### config.mk
export PLATFORM = sky130hd
export DESIGN_NAME = regs_wb_ctrl
export DESIGN_NICKNAME = d
export VERILOG_FILES = /design/src/rtl/regs_wb_ctrl.sv
export SDC_FILE = /design/constraint.sdc
export NUM_CORES = 1
export LEC_CHECK = 0
export CORE_MARGIN = 8
export CORE_UTILIZATION = 45
export CTS_CLUSTER_SIZE = 12
export DETAILED_ROUTE_END_ITERATION = 6
export PLACE_DENSITY_LB_ADDON = 0.12
export SLEW_MARGIN = 20
export SYNTH_ARGS = -nofsm -noshare
export SYNTH_HDL_FRONTEND = slang
export SYNTH_SLANG_ARGS = --single-unit
### constraint.sdc
create_clock -name clk -period 8.72 [get_ports clk]
set_clock_uncertainty 0.15 [all_clocks]
set_input_delay 2.18 -clock clk [delete_from_list [all_inputs] [get_ports clk]]
set_output_delay 2.18 -clock clk [all_outputs]
set_load 0.02 [all_outputs]
### src/rtl/regs_wb_ctrl.sv
// regs_wb_ctrl
// Write-back driver for the 32x32 integer register file. It merges
// single-cycle EX results and out-of-order LSU load returns onto the single
// registered write port. EX always has priority. Load returns that cannot be
// written straight away wait in a small FIFO, which keeps their order.
//
// Optional feature: define WB_SCOREBOARD_EN to add a busy bitmap of
// outstanding load destinations. ID then sees hazard_o when one of its
// operands is still waiting for its load. When the macro is undefined,
// hazard_o is tied to 0 and the issue_* inputs are ignored.
//
// Ports
//   clk, rst_n                       clock, async active-low reset
//   ex_wen_i/ex_waddr_i/ex_wdata_i   EX result (cannot be stalled)
//   lsu_valid_i/lsu_ready_o          load return handshake
//   lsu_waddr_i/lsu_wdata_i          load return destination and data
//   issue_valid_i/issue_waddr_i      load issue (marks the destination busy)
//   id_reg1_raddr_i/id_reg2_raddr_i  ID operand indices
//   hazard_o                         an ID operand is busy
//   reg_wen_o/reg_waddr_o/reg_wdata_o registered register file write port
module regs_wb_ctrl #(
    parameter int FIFO_DEPTH = 2,
    parameter int DATA_W     = 32,
    parameter int ADDR_W     = 5
) (
    input  logic              clk,
    input  logic              rst_n,
    input  logic              ex_wen_i,
    input  logic [ADDR_W-1:0] ex_waddr_i,
    input  logic [DATA_W-1:0] ex_wdata_i,
    input  logic              lsu_valid_i,
    output logic              lsu_ready_o,
    input  logic [ADDR_W-1:0] lsu_waddr_i,
    input  logic [DATA_W-1:0] lsu_wdata_i,
    input  logic              issue_valid_i,
    input  logic [ADDR_W-1:0] issue_waddr_i,
    input  logic [ADDR_W-1:0] id_reg1_raddr_i,
    input  logic [ADDR_W-1:0] id_reg2_raddr_i,
    output logic              hazard_o,
    output logic              reg_wen_o,
    output logic [ADDR_W-1:0] reg_waddr_o,
    output logic [DATA_W-1:0] reg_wdata_o
);

    localparam int PTR_W = (FIFO_DEPTH > 1) ? $clog2(FIFO_DEPTH) : 1;
    localparam int CNT_W = PTR_W + 1;

    logic [ADDR_W-1:0] fifo_addr [FIFO_DEPTH];
    logic [DATA_W-1:0] fifo_data [FIFO_DEPTH];
    logic [PTR_W-1:0]  rd_ptr;
    logic [PTR_W-1:0]  wr_ptr;
    logic [CNT_W-1:0]  count;

    logic              full;
    logic              empty;
    logic              ex_used;
    logic              lsu_acc;
    logic              lsu_live;
    logic              pop;
    logic              bypass;
    logic              push;
    logic              wr_en;
    logic [ADDR_W-1:0] wr_addr;
    logic [DATA_W-1:0] wr_data;
    logic              lsu_wr;
    logic [ADDR_W-1:0] lsu_wr_addr;

    assign full        = (count == CNT_W'(FIFO_DEPTH));
    assign empty       = (count == '0);
    // Readiness comes only from the registered count. A pop in the same
    // cycle does not free a slot for a push.
    assign lsu_ready_o = !full;

    assign ex_used  = ex_wen_i && (ex_waddr_i != '0);
    assign lsu_acc  = lsu_valid_i && !full;
    // A load return to x0 is accepted and then dropped.
    assign lsu_live = lsu_acc && (lsu_waddr_i != '0);
    assign pop      = !ex_used && !empty;
    assign bypass   = !ex_used && empty && lsu_live;
    assign push     = lsu_live && !bypass;

    always_comb begin
        wr_en       = 1'b0;
        wr_addr     = reg_waddr_o;
        wr_data     = reg_wdata_o;
        lsu_wr      = 1'b0;
        lsu_wr_addr = lsu_waddr_i;
        if (ex_used) begin
            wr_en   = 1'b1;
            wr_addr = ex_waddr_i;
            wr_data = ex_wdata_i;
        end else if (pop) begin
            wr_en       = 1'b1;
            wr_addr     = fifo_addr[rd_ptr];
            wr_data     = fifo_data[rd_ptr];
            lsu_wr      = 1'b1;
            lsu_wr_addr = fifo_addr[rd_ptr];
        end else if (bypass) begin
            wr_en   = 1'b1;
            wr_addr = lsu_waddr_i;
            wr_data = lsu_wdata_i;
            lsu_wr  = 1'b1;
        end
    end

    always_ff @(posedge clk or negedge rst_n) begin
        if (!rst_n) begin
            reg_wen_o   <= 1'b0;
            reg_waddr_o <= '0;
            reg_wdata_o <= '0;
            rd_ptr      <= '0;
            wr_ptr      <= '0;
            count       <= '0;
        end else begin
            reg_wen_o   <= wr_en;
            reg_waddr_o <= wr_addr;
            reg_wdata_o <= wr_data;
            if (pop)  rd_ptr <= rd_ptr + 1'b1;
            if (push) wr_ptr <= wr_ptr + 1'b1;
            if (push && !pop)      count <= count + 1'b1;
            else if (pop && !push) count <= count - 1'b1;
        end
    end

    // The storage holds only data, so it is not reset. The count alone says
    // which entries are valid.
    always_ff @(posedge clk) begin
        if (push) begin
            fifo_addr[wr_ptr] <= lsu_waddr_i;
            fifo_data[wr_ptr] <= lsu_wdata_i;
        end
    end

`ifdef WB_SCOREBOARD_EN
    localparam int NREG = 2 ** ADDR_W;

    logic [NREG-1:0] busy;
    logic [NREG-1:0] busy_set;
    logic [NREG-1:0] busy_clr;

    always_comb begin
        busy_set = '0;
        busy_clr = '0;
        if (issue_valid_i && (issue_waddr_i != '0)) busy_set[issue_waddr_i] = 1'b1;
        if (lsu_wr) busy_clr[lsu_wr_addr] = 1'b1;
    end

    // The set is applied after the clear. A re-issue in the same cycle as
    // the write therefore keeps the register busy.
    always_ff @(posedge clk or negedge rst_n) begin
        if (!rst_n) busy <= '0;
        else        busy <= (busy & ~busy_clr) | busy_set;
    end

    assign hazard_o = busy[id_reg1_raddr_i] | busy[id_reg2_raddr_i];
`else
    logic unused_sb;
    assign unused_sb = ^{issue_valid_i, issue_waddr_i, id_reg1_raddr_i,
                         id_reg2_raddr_i, lsu_wr, lsu_wr_addr};
    assign hazard_o  = 1'b0;
`endif

endmodule

==> results of run 1 <==
-- sequential cells by signal (all words and copies together), names as in the netlist --
name         flops
rd_ptr           1
wr_ptr           1
count            2
reg_wen_o        1
reg_wdata_o     32
fifo_addr       10
reg_waddr_o      5
fifo_data       64
-- routing by layer --
| layer | track usage (%) | wire [um] | share of wire (%) | vias up |
|---|---|---|---|---|
| met2 | 26.8 | 5930 | 49 | 95 |
| met4 | 7.21 | 137 | 1.1 | 0 |
| met5 | 0 | 0 | 0 | - |
| met1 | 20.3 | 5320 | 44 | 1684 |
| li1 | - | - | - | 1592 |
| met3 | 4.99 | 747 | 6.2 | 13 |
-- cell families (layout without fill, tap and decap cells) --
logic type | count (synthesis) | count (layout) | synth area share [%]
buffers and inverters | 31 | 163 | 3.17
XOR/XNOR | 5 | 5 | 0.834
adder cells (fa/ha/maj) | 1 | 1 | 0.238
multiplexers | 104 | 104 | 22.5
other | 1 | 1 | 0.0714
AO/OA/AOI/OAI | 46 | 46 | 5.48
AND/OR/NAND/NOR | 53 | 53 | 5.34
flip-flops | 116 | 116 | 62.4
-- metrics by stage --
stage / hold WS [ns] / area, um2 / util (%)
5_1_grt: 0.369 / 7100 / 62.2
3_5_place_dp: 0.341 / 6570 / 57.5
2_1_floorplan: 0.318 / 5250 / -
3_3_place_gp: 0.338 / 6500 / 56.9
4_1_cts: 0.356 / 7080 / 62.0
6_report: 0.351 / 7100 / 62.2
-- power by group --
group          leakage, nW  switching (mW)  internal [mW]
combinational         1.30           0.460          0.455
sequential            1.17          0.0886          0.760
clock                0.259           0.221          0.381
-- final timing paths --
check                                             from                     endpoint  slack, ns  cells past startpoint
max in group asynchronous                        rst_n           rd_ptr$_DFFE_PN0N_       6.26                      2
min reg2reg                reg_wdata_o[30]$_DFFE_PN0P_  reg_wdata_o[30]$_DFFE_PN0P_       0.35                      1
max reg2reg                       count[0]$_DFFE_PN0P_         count[1]$_DFFE_PN0P_       6.04                      7
min in group asynchronous                        rst_n  reg_wdata_o[10]$_DFFE_PN0P_       1.72                      2
max                                      ex_waddr_i[3]         count[1]$_DFFE_PN0P_       4.16                      9
min                        reg_wdata_o[30]$_DFFE_PN0P_  reg_wdata_o[30]$_DFFE_PN0P_       0.35                      1
-- synthesized netlist by cell type (2+ instances only) --
| master | instances |
|---|---|
| edfxtp_1 | 74 |
| mux2_2 | 51 |
| dfrtp_1 | 42 |
| mux2i_1 | 37 |
| a21oi_1 | 33 |
| nor3_1 | 33 |
| mux2_4 | 15 |
| buf_2 | 10 |
| clkbuf_1 | 8 |
| inv_1 | 5 |
| nand2_1 | 5 |
| buf_4 | 4 |
| nor2_1 | 4 |
| xnor2_1 | 4 |
| buf_6 | 3 |
| nand3_1 | 3 |
| a2bb2oi_1 | 2 |
| a31oi_1 | 2 |
| nand4b_1 | 2 |
| o41ai_1 | 2 |
-- area by class of cell --
class | instances | share of cell area (%)
sequential | 116 | 46.1
multi-input combinational | 210 | 25.8
timing repair buffer | 126 | 18.0
clock buffer | 26 | 6.89
tap | 143 | 2.52
clock inverter | 6 | 0.405
inverter | 5 | 0.264
-- cell usage in the layout (no fill, tap or decap), drive strengths merged, types with 3 or more instances in the layout --
master | synthesis | layout
xnor2 | 4 | 4
nor3 | 33 | 33
clkdlybuf4s50 | 0 | 115
mux2 | 67 | 67
nor2 | 4 | 4
nand3 | 3 | 3
buf | 18 | 11
mux2i | 37 | 37
a21oi | 33 | 33
nand2 | 5 | 5
inv | 5 | 5
dfrtp | 42 | 42
clkinv | 0 | 6
clkbuf | 8 | 26
edfxtp | 74 | 74
==> summary.txt, run 1 <==
Power and ir drop
  • Worst vdd ir: 195 uV
  • Pwr dens: 333 mW/mm2
  • LEAKAGE: 2.73 nW
  • Overall Power: 2.37 mW

Die
  • Floorplan core area: 0.0114 mm2
  • # rows: 39
  • Starting Density: 46.0%
  • Boundary pin count: 134
  • Die ar.: 0.0154 mm2
  • Die Wd: 124 um
  • Die Ht: 124 um

Layout
  • Total area of sequential cells: 0.00327 mm2
  • Nets: 571
  • Multi-input logic area: 0.00183 mm2
  • Filler instances: 911
  • Layout Cells excl Fill: 632
  • P&R area growth vs syn: 35.2%
  • Layout cells sized above 1: 22.9%
  • Diodes inserted: 0

Synthesis
  • Mapped Cells: 357
  • Mapped Area: 0.00525 mm2
  • Syn. warnings: 0
  • Post-synthesis sequential area ratio: 62.4%
  • Share of the synthesized area in the top cell type: 42.3%
  • Syn_nets: 452
  • Synth unique cells: 38
  • Top cells by area, synth: edfxtp_1 (42%), dfrtp_1 (20%), mux2_2 (11%)
  • Post-synth EDFFs: 74
  • Syn Area/Cell: 14.7 um2
  • #FFs+latches synth: 116
  • Top_reg_cell synth: edfxtp_1
  • Cell taking the most area after synthesis: edfxtp_1
  • Ys async rst share: 36.2%

Clocking
  • Root Driver: clkbuf_16
  • Clock transition at the registers of the reported paths: 0.05 ns
  • Clk Latency, worst-skew pair: 0.40 ns
  • CTS sink cnt: 116
  • Clk buf depth: 2
  • H-tree depth: 4
  • TritonCTS Buffers: 17
  • Post-CTS setup buffers: 0
  • Post-CTS Hold Buffers: 0
  • CTS tree: done
  • Resize count post-CTS: 0

Timing
  • RSZ-0062 raised after global routing: false
  • Setup violations, final: 0
  • Slew Viols, Final: 0
  • Crit share post-route: 52.3%
  • Fmax: 219 MHz
  • Relative slew slack: 41.6%
  • Final Hold Violating Endpoints: 0
  • Setup ws final: 4.16 ns
  • Slew @ Worst Pin: 0.876 ns
  • Tmin final: 4.56 ns
  • Setup TNS: 0 ns

Detailed routing
  • WL/cell: 19.2 um
  • DR iter-0 viols: 210
  • DRT Wirelength: 12.1 mm
  • DRC violations left: 0
  • Via density: 5.35
  • Number of nets with antenna violations after routing: 0
  • Router iterations before antenna repair: 4
  • Via count: 3384

Critical path
  • Crit path cell chain: clkdlybuf4s50_1, or3_4, o31ai_4, buf_4, nand2_1, ha_1, xor2_1, nor2_1, xnor2_1
  • CP bufs+invs: 2
  • Critical Path End Type: flip-flop
  • CP startpoint kind: primary input
  • Req. time, crit path: 8.89 ns
  • Worst-path fanout max: 21
  • Crit-path max cell delay: 0.47 ns
  • Crit path DAT: 4.72 ns
  • Critical path class: in -> reg
  • CP top delay family: buffers and inverters
  • Crit-path slowest cell: clkdlybuf4s50_1

Status
  • Status: finished, final reports clean

Placement
  • Placed instance count: 599
  • Placer congestion estimate: 0.781
  • Port Buffers: 116
  • DP Worst Slack: 3.21 ns
  • Hpwl dp: 7.73 mm

Min path
  • HP Class: reg -> reg

Global route
  • Congestion Overflow GR: 0
  • Gr usage total: 16.6%
  • First-pass GRT wire length: 19.3 mm
  • Number of global-route vias before repair: 3605
  • Largest net degree at the start of global routing: 43
  • Antenna violations before repair: 0

Flow run
  • MaxCap Viol Count: 0
(Power assumes the default switching activity.)
==> run 2, diff against run 1 <==
--- a/config.mk
+++ b/config.mk
@@ -6,7 +6,7 @@
 export NUM_CORES = 1
 export LEC_CHECK = 0
 export CORE_MARGIN = 8
-export CORE_UTILIZATION = 45
+export CORE_UTILIZATION = 44
 export CTS_CLUSTER_SIZE = 12
 export DETAILED_ROUTE_END_ITERATION = 6
 export PLACE_DENSITY_LB_ADDON = 0.12
==> constraint.sdc (replaced) <==
create_clock -name clk -period 3.9 [get_ports clk]
set_clock_uncertainty 0.15 [all_clocks]
set_input_delay 0.975 -clock clk [delete_from_list [all_inputs] [get_ports clk]]
set_output_delay 0.975 -clock clk [all_outputs]
set_load 0.02 [all_outputs]
==> run 2 against run 1 <==
Against the previous run: via count shrank 0.59%; clock power grew to 2.6 times the previous value; non-clock buffer count rose by 1; first-iteration DRC count rose by 4.8%; power increased by 130%; critical path type unchanged.
==> summary.txt, run 2 (synthesis gave the netlist of run 1 again) <==
Power and ir drop
  • Internal power: 3.76 mW
  • Worst vdd ir: 329 uV
  • Flop pwr share: 34.8%
  • Psw: 1.74 mW
  • Switching share of power: 31.6%
  • Clock share of power: 28.5%
  • LEAKAGE: 2.76 nW
  • Pwr dens: 768 mW/mm2
  • Comb pwr share: 36.7%
  • Overall Power: 5.49 mW

Die
  • Die Ht: 125 um
  • Floorplan core area: 0.0118 mm2
  • Die ar.: 0.0157 mm2
  • Die Wd: 125 um
  • Boundary pin count: 134
  • Starting Density: 44.4%
  • # rows: 40

Layout
  • P&R area growth vs syn: 36.3%
  • Register with the most flip-flops: fifo_data
  • Most frequent cells in the layout: clkdlybuf4s50_1 (115), edfxtp_1 (74), mux2_2 (51)
  • Commonest non-fill, non-tap cell in the layout: clkdlybuf4s50_1
  • Layout Cells excl Fill: 637
  • Final Core Density: 60.6%
  • Design area: 0.00715 mm2
  • Largest regs: fifo_data: 64 flops, reg_wdata_o: 32 flops, fifo_addr: 10 flops
  • Nets: 572
  • Max FFs per register: 64
  • Layout cells sized above 1: 23.5%
  • Filler instances: 949
  • Diodes inserted: 0

Placement
  • Placer congestion estimate: 0.781
  • DP Worst Slack: 0.385 ns
  • Hpwl dp: 7.94 mm
  • Port Buffers: 116
  • Post-Place Cell Area: 0.00655 mm2
  • Placed instance count: 605

Min path
  • HP Class: reg -> reg

Timing
  • RSZ-0062 raised after global routing: false
  • Setup TNS: 0 ns
  • Setup violations, final: 0
  • Setup ws final: 0.804 ns
  • Tmin final: 3.10 ns
  • Crit share post-route: 79.4%
  • Final Hold Violating Endpoints: 0
  • Relative slew slack: 42.6%
  • Slew Viols, Final: 0
  • Fmax: 323 MHz
  • Slew @ Worst Pin: 0.861 ns
  • Hold WS: 0.354 ns

Critical path
  • Critical Path End Type: flip-flop
  • Crit path cell chain: clkdlybuf4s50_1, or3_4, o31ai_4, buf_4, nand3_2, buf_4, mux2_4
  • CP top delay family: buffers and inverters
  • Crit-path max cell delay: 0.47 ns
  • Worst-path fanout max: 38
  • CP bufs+invs: 3
  • CP startpoint kind: primary input
  • Crit-path slowest cell: clkdlybuf4s50_1
  • Crit path DAT: 3.23 ns
  • Req. time, crit path: 4.04 ns
  • Critical path class: in -> reg
  • CP most frequent cell: buf_4

Clocking
  • Clk Latency, worst-skew pair: 0.41 ns
  • Post-CTS setup buffers: 0
  • Clock transition at the registers of the reported paths: 0.05 ns
  • Post-CTS Hold Buffers: 0
  • Clk buf depth: 2
  • H-tree depth: 4
  • CTS tree: done
  • CTS sink cnt: 116
  • Root Driver: clkbuf_16
  • TritonCTS Buffers: 17
  • Resize count post-CTS: 0

Detailed routing
  • Number of nets with antenna violations after routing: 0
  • DRC violations left: 0
  • Via density: 5.28
  • Router iterations before antenna repair: 4
  • DR iter-0 viols: 220
  • Via count: 3364
  • DRT Wirelength: 12.5 mm
  • WL/cell: 19.6 um

Global route
  • Gr usage total: 16.6%
  • Congestion Overflow GR: 0
  • Number of global-route vias before repair: 3791
  • Largest net degree at the start of global routing: 43
  • Antenna violations before repair: 0
  • First-pass GRT wire length: 20.2 mm

Flow run
  • MaxCap Viol Count: 0

Status
  • Status: finished, final reports clean
==> run 2: changes by cell type in the layout (fill, tap and decap cells not counted), sizes merged <==
cell    change
clkbuf      +3
buf         +1
bufinv      +2
clkinv      -5
==> run 2: worst paths after layout <==
kind,from,end,slack [ns],cells past startpoint
setup / recovery,ex_waddr_i[3],reg_wdata_o[2]$_DFFE_PN0P_,0.80,7
hold / removal,reg_wdata_o[28]$_DFFE_PN0P_,reg_wdata_o[28]$_DFFE_PN0P_,0.35,1
setup reg to reg,count[0]$_DFFE_PN0P_,count[1]$_DFFE_PN0P_,1.27,7
hold reg to reg,reg_wdata_o[28]$_DFFE_PN0P_,reg_wdata_o[28]$_DFFE_PN0P_,0.35,1
max in group asynchronous,rst_n,rd_ptr$_DFFE_PN0N_,2.74,1
min in group asynchronous,rst_n,reg_wdata_o[12]$_DFFE_PN0P_,0.43,1
==> run 2: layout make-up <==
| class | instances | area (um2) | area share (%) |
|---|---|---|---|
| inverter | 5 | 18.8 | 0.262 |
| tap | 147 | 184 | 2.57 |
| sequential | 116 | 3270 | 45.8 |
| multi-input combinational | 210 | 1830 | 25.6 |
| timing repair buffer | 127 | 1240 | 17.4 |
| clock buffer | 29 | 541 | 7.56 |
| clock inverter | 3 | 65.1 | 0.910 |
==> run 2: power by group through the flow <==
stage	clock, mW	combinational (mW)	sequential, mW
after floorplan	0	1.10	2.07
after global placement	0	2.01	1.91
after detailed placement	0	2.04	1.93
after CTS	1.59	2.05	1.92
after global routing	1.64	2.18	1.96
final	1.56	2.02	1.91
==> run 2: routing by layer <==
metal / up-vias / track usage [%] / share of wire, %
met3: 19 / 5.35 / 4.9
met2: 104 / 26.9 / 48
met5: - / 0 / 0
met4: 0 / 7.23 / 1.6
li1: 1598 / - / -
met1: 1643 / 20.0 / 45
==> run 3, diff against run 2 <==
==> constraint.sdc (replaced) <==
create_clock -name clk -period 2.6 [get_ports clk]
set_clock_uncertainty 0.15 [all_clocks]
set_input_delay 0.65 -clock clk [delete_from_list [all_inputs] [get_ports clk]]
set_output_delay 0.65 -clock clk [all_outputs]
set_load 0.02 [all_outputs]
==> run 3 against run 2 <==
Against the previous run: global-route usage about the same; die area stayed put; sequential power grew 46%; sequential share of layout area decreased by 2.5 points; register-to-register slack got worse by 0.89 ns; design area grew 5.7%; clock power increased by 74%; worst hold slack got worse by 0.26 ns; critical path type unchanged; largest cell class unchanged.
==> summary.txt, run 3 (synthesis gave the netlist of run 1 again) <==
Critical path
  • Worst r2r dst: reg_wdata_o[5]$_DFFE_PN0P_
  • Start point of the critical path: lsu_waddr_i[3]
  • Crit-path max cell delay: 0.56 ns
  • CP top delay family: simple AND/OR/NAND/NOR gates
  • CP startpoint kind: primary input
  • CP bufs+invs: 3
  • FF-to-FF path depth: 6
  • Req. time, crit path: 2.78 ns
  • R2R Setup Slk: 0.38 ns
  • Crit-path slowest cell: or4_4
  • Critical Path End Type: flip-flop
  • Crit path DAT: 2.66 ns
  • Crit path cell chain: clkdlybuf4s50_1, or4_4, o21ai_2, o21bai_1, buf_4, inv_1, ha_1, xor2_1, nor2_1, xnor2_1
  • R2R Path Start: count[1]$_DFFE_PN0P_
  • Worst-path fanout max: 4
  • Critical path class: in -> reg

Timing
  • Setup TNS: 0 ns
  • Slew @ Worst Pin: 0.656 ns
  • Tmin final: 2.48 ns
  • Slew Viols, Final: 0
  • RSZ-0062 raised after global routing: false
  • Fmax: 403 MHz
  • Relative slew slack: 56.1%
  • Crit share post-route: 95.5%
  • Setup violations, final: 0
  • Final Hold Violating Endpoints: 0

Die
  • Floorplan core area: 0.0118 mm2
  • Die ar.: 0.0157 mm2
  • Die Ht: 125 um
  • Boundary pin count: 134
  • Die Wd: 125 um
  • # rows: 40
  • Starting Density: 44.4%

Placement
  • Hpwl dp: 8.35 mm
  • Placed instance count: 625
  • Placer congestion estimate: 0.808
  • Port Buffers: 116

Global route
  • Congestion Overflow GR: 0
  • Antenna violations before repair: 0
  • Number of global-route vias before repair: 3740
  • First-pass GRT wire length: 20.3 mm
  • Largest net degree at the start of global routing: 37
  • Gr usage total: 16.7%

Power and ir drop
  • Clock share of power: 31.0%
  • Psw: 2.69 mW
  • Pwr dens: 1160 mW/mm2
  • Overall Power: 8.77 mW
  • Flop pwr share: 31.7%
  • Worst vdd ir: 547 uV
  • Switching share of power: 30.6%
  • LEAKAGE: 3.00 nW
  • Internal power: 6.08 mW
  • Comb pwr share: 37.3%

Min path
  • HP Class: in -> async

Clocking
  • Post-CTS Hold Buffers: 0
  • Clk Latency, worst-skew pair: 0.40 ns
  • CTS tree: done
  • Clk buf depth: 2
  • CTS sink cnt: 116
  • TritonCTS Buffers: 17
  • Clock transition at the registers of the reported paths: 0.05 ns
  • Root Driver: clkbuf_16
  • H-tree depth: 4

Detailed routing
  • WL/cell: 19.6 um
  • Router iterations before antenna repair: 4
  • DRC violations left: 0
  • DR iter-0 viols: 190
  • DRT Wirelength: 13.0 mm
  • Via density: 5.26
  • Number of nets with antenna violations after routing: 0
  • Via count: 3499

Layout
  • Nets: 600
  • Register with the most flip-flops: fifo_data
  • Layout cells sized above 1: 28.4%
  • Largest regs: fifo_data: 64 flops, reg_wdata_o: 32 flops, fifo_addr: 10 flops
  • Most frequent cells in the layout: clkdlybuf4s50_1 (111), edfxtp_1 (74), mux2_2 (51)
  • Diodes inserted: 0
  • Commonest non-fill, non-tap cell in the layout: clkdlybuf4s50_1
  • Layout Cells excl Fill: 665
  • Max FFs per register: 64
  • P&R area growth vs syn: 44.1%

Flow run
  • MaxCap Viol Count: 0

Status
  • Status: finished, final reports clean
-- run 3: cell count changes in the layout (fill, tap and decap cells not counted), moves of 4 or more --
cell,delta
bufinv_16,+4
dlymetal6s2s_1,+4
buf_4,+15
buf_12,+6
clkbuf_1,-4
clkdlybuf4s50_1,-4
-- run 3: power by group through the flow --
stage                     combinational [mW]  clock, mW  sequential, mW
after floorplan                         1.66          0            3.10
after global placement                  3.20          0            2.79
after detailed placement                3.23          0            2.81
after CTS                               3.29       2.75            2.79
after global routing                    3.52       2.83            2.85
final                                   3.27       2.72            2.78
-- run 3: per-stage QoR --
| step | hold WS [ns] | area [um2] | setup slack (ns) | utilization, % |
|---|---|---|---|---|
| final | 0.0901 | 7560 | 0.116 | 64.0 |
| after global routing | 0.133 | 7560 | 0.0282 | 64.0 |
| after CTS | 0.109 | 7480 | -0.0296 | 63.3 |
| after detailed placement | 0.346 | 6760 | -0.520 | 57.2 |
| after global placement | 0.340 | 6760 | -0.493 | 57.2 |
| after floorplan | 0.204 | 5250 | -0.0985 | - |
-- run 3: layout make-up --
cell class	count	area, um2
clock inverters	9	195
clock buffers	23	498
fillers	930	4250
inverters	5	18.8
multi-input cells	212	1850
repair buffers	153	1540
well taps	147	184
flip-flops and latches	116	3270
-- run 3: worst max-delay path by stage --
stage | slack, ns | to | cells after the start
after CTS | -0.03 | reg_wdata_o[22]$_DFFE_PN0P_ | 7
after detailed placement | -0.52 | fifo_data[1][31]$_DFFE_PP_ | 6
final | 0.12 | count[1]$_DFFE_PN0P_ | 10
after global placement | -0.49 | fifo_data[1][30]$_DFFE_PP_ | 6
after floorplan | -0.1 | fifo_addr[0][0]$_DFFE_PP_ | 4
after global routing | 0.03 | count[1]$_DFFE_PN0P_ | 10
-- run 3: routing by layer --
layer / GRT usage, % / up-vias / part of all wire, %
met4: 6.52 / 0 / 1.2
met3: 5.14 / 15 / 5.1
met5: 0 / - / 0
li1: - / 1658 / -
met1: 20.9 / 1733 / 46
met2: 26.4 / 93 / 48
-- run 3: what timing repair did --
item	CTS	global route
endpoints found under the setup margin	96	34
buffers inserted	0	6
pin swaps	1	2
gates resized for setup	3	13
gates cloned	2	0
